File: src/rtl/uart_tx_pkg.sv
// Shared UART TX/RX definitions: framer state encoding and parity-type constants.
package uart_tx_pkg;

    typedef enum logic [2:0] {
        IDLE   = 3'd0,
        START  = 3'd1,
        DATA   = 3'd2,
        PARITY = 3'd3,
        STOP   = 3'd4
    } state_t;

    localparam logic PAR_EVEN = 1'b0;
    localparam logic PAR_ODD  = 1'b1;

endpackage

File: src/rtl/uart_tx_frame_ser_parity.sv
// Parity bit generator shared by the UART TX framer and RX checker; purely combinational.
module uart_parity_calc
    import uart_tx_pkg::*;
#(
    parameter int DATA_WIDTH = 8
) (
    input  logic [DATA_WIDTH-1:0] data_i,
    input  logic                  par_typ_i,
    output logic                  parity_o
);

    assign parity_o = (par_typ_i == PAR_ODD) ? ~^data_i : ^data_i;

endmodule

File: src/rtl/uart_tx_frame_ser.sv
// UART TX framer/serialiser: start, data (LSB/MSB first), optional parity, 1-2 stop bits.
// Start bit appears the cycle after accept; requests while Busy are dropped, not queued.
module uart_tx_frame_ser
    import uart_tx_pkg::*;
#(
    parameter int DATA_WIDTH = 8
) (
    input  logic                  CLK,
    input  logic                  RST,
    input  logic [DATA_WIDTH-1:0] P_DATA,
    input  logic                  Data_Valid,
    input  logic                  PAR_EN,
    input  logic                  PAR_TYP,
    input  logic                  STOP_2,
    input  logic                  MSB_FIRST,
    output logic                  TX_OUT,
    output logic                  Busy,
    output logic                  frame_done
);

    localparam int IDX_W = $clog2(DATA_WIDTH);
    localparam logic [IDX_W-1:0] LAST_IDX = IDX_W'(DATA_WIDTH - 1);

    state_t                state_q, state_d;
    logic [IDX_W-1:0]      idx_q, idx_d;
    logic                  stop_q, stop_d;
    logic [DATA_WIDTH-1:0] data_q, data_d;
    logic                  par_en_q, par_en_d;
    logic                  stop2_q, stop2_d;
    logic                  msb_q, msb_d;
    logic                  par_q, par_d;
    logic                  tx_q, tx_d;
    logic                  busy_q, busy_d;
    logic                  done_q, done_d;

    logic                  par_bit;
    logic [IDX_W-1:0]      nxt_idx;
    logic [IDX_W-1:0]      sel;
    logic                  data_bit;

    uart_parity_calc #(.DATA_WIDTH(DATA_WIDTH)) u_par (
        .data_i    (P_DATA),
        .par_typ_i (PAR_TYP),
        .parity_o  (par_bit)
    );

    // Outputs are registered, so the bit for the *next* cycle is selected here.
    assign nxt_idx  = (state_q == DATA && idx_q != LAST_IDX) ? idx_q + IDX_W'(1) : '0;
    assign sel      = msb_q ? (LAST_IDX - nxt_idx) : nxt_idx;
    assign data_bit = data_q[sel];

    always_comb begin
        state_d  = state_q;
        idx_d    = idx_q;
        stop_d   = stop_q;
        data_d   = data_q;
        par_en_d = par_en_q;
        stop2_d  = stop2_q;
        msb_d    = msb_q;
        par_d    = par_q;
        tx_d     = 1'b1;
        busy_d   = 1'b1;
        done_d   = 1'b0;
        case (state_q)
            IDLE: begin
                busy_d = 1'b0;
                if (Data_Valid) begin
                    state_d  = START;
                    data_d   = P_DATA;
                    par_en_d = PAR_EN;
                    stop2_d  = STOP_2;
                    msb_d    = MSB_FIRST;
                    par_d    = par_bit;
                    idx_d    = '0;
                    tx_d     = 1'b0;
                    busy_d   = 1'b1;
                end
            end
            START: begin
                state_d = DATA;
                idx_d   = '0;
                tx_d    = data_bit;
            end
            DATA: begin
                if (idx_q == LAST_IDX) begin
                    idx_d  = '0;
                    stop_d = 1'b0;
                    if (par_en_q) begin
                        state_d = PARITY;
                        tx_d    = par_q;
                    end else begin
                        state_d = STOP;
                        done_d  = !stop2_q;
                    end
                end else begin
                    idx_d = nxt_idx;
                    tx_d  = data_bit;
                end
            end
            PARITY: begin
                state_d = STOP;
                stop_d  = 1'b0;
                done_d  = !stop2_q;
            end
            STOP: begin
                if (stop2_q && !stop_q) begin
                    stop_d = 1'b1;
                    done_d = 1'b1;
                end else begin
                    state_d = IDLE;
                    stop_d  = 1'b0;
                    busy_d  = 1'b0;
                end
            end
            default: begin
                state_d = IDLE;
                idx_d   = '0;
                stop_d  = 1'b0;
                busy_d  = 1'b0;
            end
        endcase
    end

    always_ff @(posedge CLK or negedge RST) begin
        if (!RST) begin
            state_q  <= IDLE;
            idx_q    <= '0;
            stop_q   <= 1'b0;
            data_q   <= '0;
            par_en_q <= 1'b0;
            stop2_q  <= 1'b0;
            msb_q    <= 1'b0;
            par_q    <= 1'b0;
            tx_q     <= 1'b1;
            busy_q   <= 1'b0;
            done_q   <= 1'b0;
        end else begin
            state_q  <= state_d;
            idx_q    <= idx_d;
            stop_q   <= stop_d;
            data_q   <= data_d;
            par_en_q <= par_en_d;
            stop2_q  <= stop2_d;
            msb_q    <= msb_d;
            par_q    <= par_d;
            tx_q     <= tx_d;
            busy_q   <= busy_d;
            done_q   <= done_d;
        end
    end

    assign TX_OUT     = tx_q;
    assign Busy       = busy_q;
    assign frame_done = done_q;

endmodule

File: config.mk
export PLATFORM = sky130hd
export DESIGN_NAME = uart_tx_frame_ser
export DESIGN_NICKNAME = d
export VERILOG_FILES = /design/src/rtl/uart_tx_pkg.sv /design/src/rtl/uart_tx_frame_ser_parity.sv /design/src/rtl/uart_tx_frame_ser.sv
export SDC_FILE = /design/constraint.sdc
export NUM_CORES = 1
export LEC_CHECK = 0
export BUFFER_PORTS_ARGS = -buffer_cell sky130_fd_sc_hd__buf_4
export CAP_MARGIN = 25
export CORE_UTILIZATION = 25
export CTS_CLUSTER_DIAMETER = 100
export CTS_CLUSTER_SIZE = 25
export DETAILED_ROUTE_END_ITERATION = 6
export MAX_ROUTING_LAYER = met4
export SLEW_MARGIN = 5
export SYNTH_ARGS = -nofsm -noshare
export SYNTH_HDL_FRONTEND = slang
export SYNTH_SLANG_ARGS = --single-unit
File: constraint.sdc
create_clock -name CLK -period 2.4 [get_ports CLK]
set_input_delay 0.12 -clock CLK [delete_from_list [all_inputs] [get_ports CLK]]
set_output_delay 0.12 -clock CLK [all_outputs]
set_load 0.02 [all_outputs]
==> impl_results.rst <==
.. list-table::
   :header-rows: 1

   * - Metric
     - Value
   * - Classification of the worst setup path
     - register to register
   * - # rows
     - 25
   * - Power consumption
     - 1.79 mW
   * - Category of the worst setup path capture point
     - register
   * - Maximum number of pins on one net before global-route repair
     - 23
   * - CTS Buf Count
     - 3
   * - Total negative slack for setup checks
     - 0 ns
   * - Most used DFF post-synth
     - sky130_fd_sc_hd__dfrtp_1
   * - Number of violations of the max-capacitance limit
     - 0
   * - Number of iterations in the first detailed-routing pass
     - 4
   * - Width of the die
     - just over 70 um
   * - Number of enable-type register cells in the synthesized netlist
     - 0
   * - Highest attainable clock frequency
     - 470 MHz
   * - Layout overhead on the synthesized area
     - 22.8%
   * - CTS clk-pin slew, worst paths
     - 0.08 ns
   * - Share of the core filled with cells
     - 31.9%
   * - CP max FO
     - 9
   * - Via count
     - about 910
   * - Most used standard cells in the synthesized netlist
     - 21 x sky130_fd_sc_hd__dfrtp_1, 11 x sky130_fd_sc_hd__mux2_1, 11 x sky130_fd_sc_hd__nand2_1, 6 x sky130_fd_sc_hd__xnor2_1
   * - Synth unique cells
     - 38
   * - Final hold violation count
     - 0
   * - CP startpoint kind
     - register
   * - Most common cell in the synthesized netlist
     - sky130_fd_sc_hd__dfrtp_1
   * - Worst min path class
     - input pin to register
   * - Latest clock arrival within the worst-skew pair
     - around 0.27 ns
   * - Final setup vio count
     - 0
   * - Setup ws final
     - about 0.27 ns
   * - Post-synthesis instance total
     - approximately 110
   * - Reg2reg path depth
     - 7
   * - Die Outline Area
     - around 5200 um^2
   * - Worst relative slew slack
     - between 70 and 80%
   * - Detailed placement HPWL
     - about 1.8 mm
   * - Starting density of the core
     - roughly 26%
   * - Area of the core
     - 4720 um^2
   * - Vias in the first global route
     - between 800 and 900
   * - Fraction of final layout cells with drive strength greater than 1
     - roughly 22%
   * - Leakage
     - between 0.6 and 0.7 nW
   * - Sequential-to-total area share from yosys stat
     - approximately 45%
   * - Number of nets produced by synthesis
     - approximately 130
   * - VDD IR max
     - 0.000303 V
   * - CTS tree
     - yes
   * - # Post-CTS Setup Buffers
     - 0
   * - Status
     - finished clean
   * - Min-Delay Startpoint
     - MSB_FIRST
   * - Clock tree skew after final layout
     - approximately 0.0096 ns
   * - CP arrival
     - 2.32 ns
   * - Async set or reset register ratio after synthesis
     - 100%
   * - Final estimated routing congestion in global placement
     - 0.824
   * - Mean instance size in the synthesized netlist
     - 10.8 um^2
   * - Worst Hold Path Cells
     - 3
   * - Required arrival time at the worst endpoint
     - 2.60 ns
   * - Ratio of routed vias to standard cells
     - around 4.6
   * - Die height
     - around 72 um
   * - YS warnings
     - 0
   * - Post-detailed-routing wire length
     - 2.34 mm
   * - Initial DRC Count
     - 45
   * - First-pass GRT wire length
     - ~3.9 mm
   * - Overflow left after global routing
     - 0
   * - Top post-synthesis cells by area
     - sky130_fd_sc_hd__dfrtp_1 43%, sky130_fd_sc_hd__mux2_1 10%, sky130_fd_sc_hd__xnor2_1 4.3%
   * - Aggregate global-route resource usage
     - 9.98%
   * - Portion of synthesized cell area occupied by the leading cell type
     - around 43%
   * - Routed wire per std cell
     - 11.8 um
   * - Total number of nets in the final design
     - 150
   * - Antenna diodes
     - 0
   * - Worst reg2reg path startpoint
     - idx_q[0]
   * - Max Root-Sink Buffers
     - 2
   * - Number of remaining DRC errors
     - 0
   * - Initial antenna violation count
     - 0
   * - Post-layout minimum cycle time
     - 2.13 ns
   * - Endpoint of the worst register-to-register path
     - TX_OUT
   * - Tcrit/Tclk final
     - just under 90%
   * - Final number of max-transition violations
     - 0
   * - Synth Register Bits
     - 22
   * - Number of port buffers
     - 17
   * - Number of gates given a new drive strength after cts
     - 0
   * - Synthesized area
     - 1230 um^2
   * - Endpoint with the worst hold slack
     - msb_q
   * - Worst-case register-to-register setup slack
     - between 0.2 and 0.3 ns
   * - Measured slew at the worst slew-check pin
     - about 0.44 ns
   * - RSZ-0062 raised after global routing
     - no
   * - Htree depth
     - 1
   * - Total power per unit cell area
     - roughly 1200 nW/um^2
   * - Pre-CTS WS
     - ~0.31 ns
   * - I/O Pins
     - 18
   * - Antenna Nets Post-Route
     - 0
   * - Library cell with the largest summed area after synthesis
     - sky130_fd_sc_hd__dfrtp_1
   * - Root Driver
     - sky130_fd_sc_hd__clkbuf_8
   * - Number of clock sinks
     - 22
## sequential cells by signal, indices dropped and copies added (netlist names)
register    flops
state_q         3
par_en_q        1
frame_done      1
data_q          8
idx_q           3
stop_q          1
TX_OUT          1
stop2_q         1
par_q           1
msb_q           1
Busy            1
## kinds of logic after synthesis
logic type	synth area share [%]
and+or+nand+nor	16.3
AOI/OAI and AO/OA	12.2
DFF	45.0
muxes	15.4
buffers and inverters	3.26
xor gates and xnor gates	5.71
adders and majority gates	2.04
## worst max-delay path: stages, from the launching register on
cell and delay, ns:
sky130_fd_sc_hd__dfrtp_1 0.39, sky130_fd_sc_hd__ha_1 0.20, sky130_fd_sc_hd__ha_1 0.27, sky130_fd_sc_hd__nor4b_4 0.47
sky130_fd_sc_hd__o21ai_1 0.17, sky130_fd_sc_hd__a221oi_1 0.27, sky130_fd_sc_hd__nand3_1 0.10, sky130_fd_sc_hd__and3_1 0.18
## how the worst max path moves through the flow
stage | from | end | slack, ns | cells past startpoint
3_5_place_dp | idx_q[0] | TX_OUT | 0.31 | 7
2_1_floorplan | idx_q[0] | TX_OUT | 0.49 | 7
3_3_place_gp | idx_q[0] | TX_OUT | 0.38 | 7
4_1_cts | idx_q[0] | TX_OUT | 0.28 | 7
6_report | idx_q[0] | TX_OUT | 0.27 | 7
5_1_grt | idx_q[0] | TX_OUT | 0.11 | 7
## layer usage
layer  vias to the layer above  global-route usage, %  wire length [um]
met5                         -                      -                 0
met4                         0                   2.83                26
met3                         4                   2.64                95
met2                        18                   16.6              1160
met1                       440                   12.0              1060
li1                        447                      -                 -
## power breakdown
| group | switching [mW] | internal (mW) |
|---|---|---|
| logic | 0.350 | 0.388 |
| registers | 0.170 | 0.541 |
| clock network | 0.122 | 0.223 |
| total | 0.642 | 1.15 |
## what timing repair did
action / in CTS / in global routing
endpoints found under the setup margin: 0 / 0
endpoints found under the hold margin: 21 / 0
hold buffers: 1 / 0
## final cells by class
cell class | count | area (um^2)
fill | 496 | 3220
multi-input combinational | 83 | 634
sequential | 22 | 552
timing repair buffer | 20 | 153
tap | 67 | 83.8
clock buffer | 3 | 41.3
clock inverter | 1 | 30.0
inverter | 3 | 11.3
## layout by cell type, fill, tap and decap left out, types with 2 or more instances in the layout
| cell type | count |
|---|---|
| sky130_fd_sc_hd__mux2_2 | 2 |
| sky130_fd_sc_hd__o2111ai_1 | 2 |
| sky130_fd_sc_hd__nor2b_1 | 3 |
| sky130_fd_sc_hd__nand2b_1 | 2 |
| sky130_fd_sc_hd__and3_1 | 2 |
| sky130_fd_sc_hd__clkbuf_8 | 3 |
| sky130_fd_sc_hd__mux2i_1 | 2 |
| sky130_fd_sc_hd__dfrtp_1 | 21 |
| sky130_fd_sc_hd__nand3_1 | 2 |
| sky130_fd_sc_hd__nand3b_1 | 2 |
| sky130_fd_sc_hd__ha_1 | 2 |
| sky130_fd_sc_hd__o21ai_1 | 3 |
| sky130_fd_sc_hd__nand2_1 | 11 |
| sky130_fd_sc_hd__buf_4 | 19 |
| sky130_fd_sc_hd__a21oi_1 | 4 |
| sky130_fd_sc_hd__xnor2_1 | 6 |
| sky130_fd_sc_hd__xor2_1 | 2 |
| sky130_fd_sc_hd__mux2_1 | 11 |
| sky130_fd_sc_hd__o21ai_0 | 5 |
| sky130_fd_sc_hd__inv_1 | 3 |
| sky130_fd_sc_hd__nor2_1 | 4 |
| sky130_fd_sc_hd__nor3_1 | 3 |
## per-stage QoR
step	std cells	hold slack [ns]	cell area (um^2)
after floorplan	114	-0.176	1230
after global placement	194	0.0215	1420
after detailed placement	194	0.0251	1420
after CTS	199	0.0475	1510
after global routing	199	0.0773	1510
final	199	0.0484	1510
(Power assumes the default switching activity.)
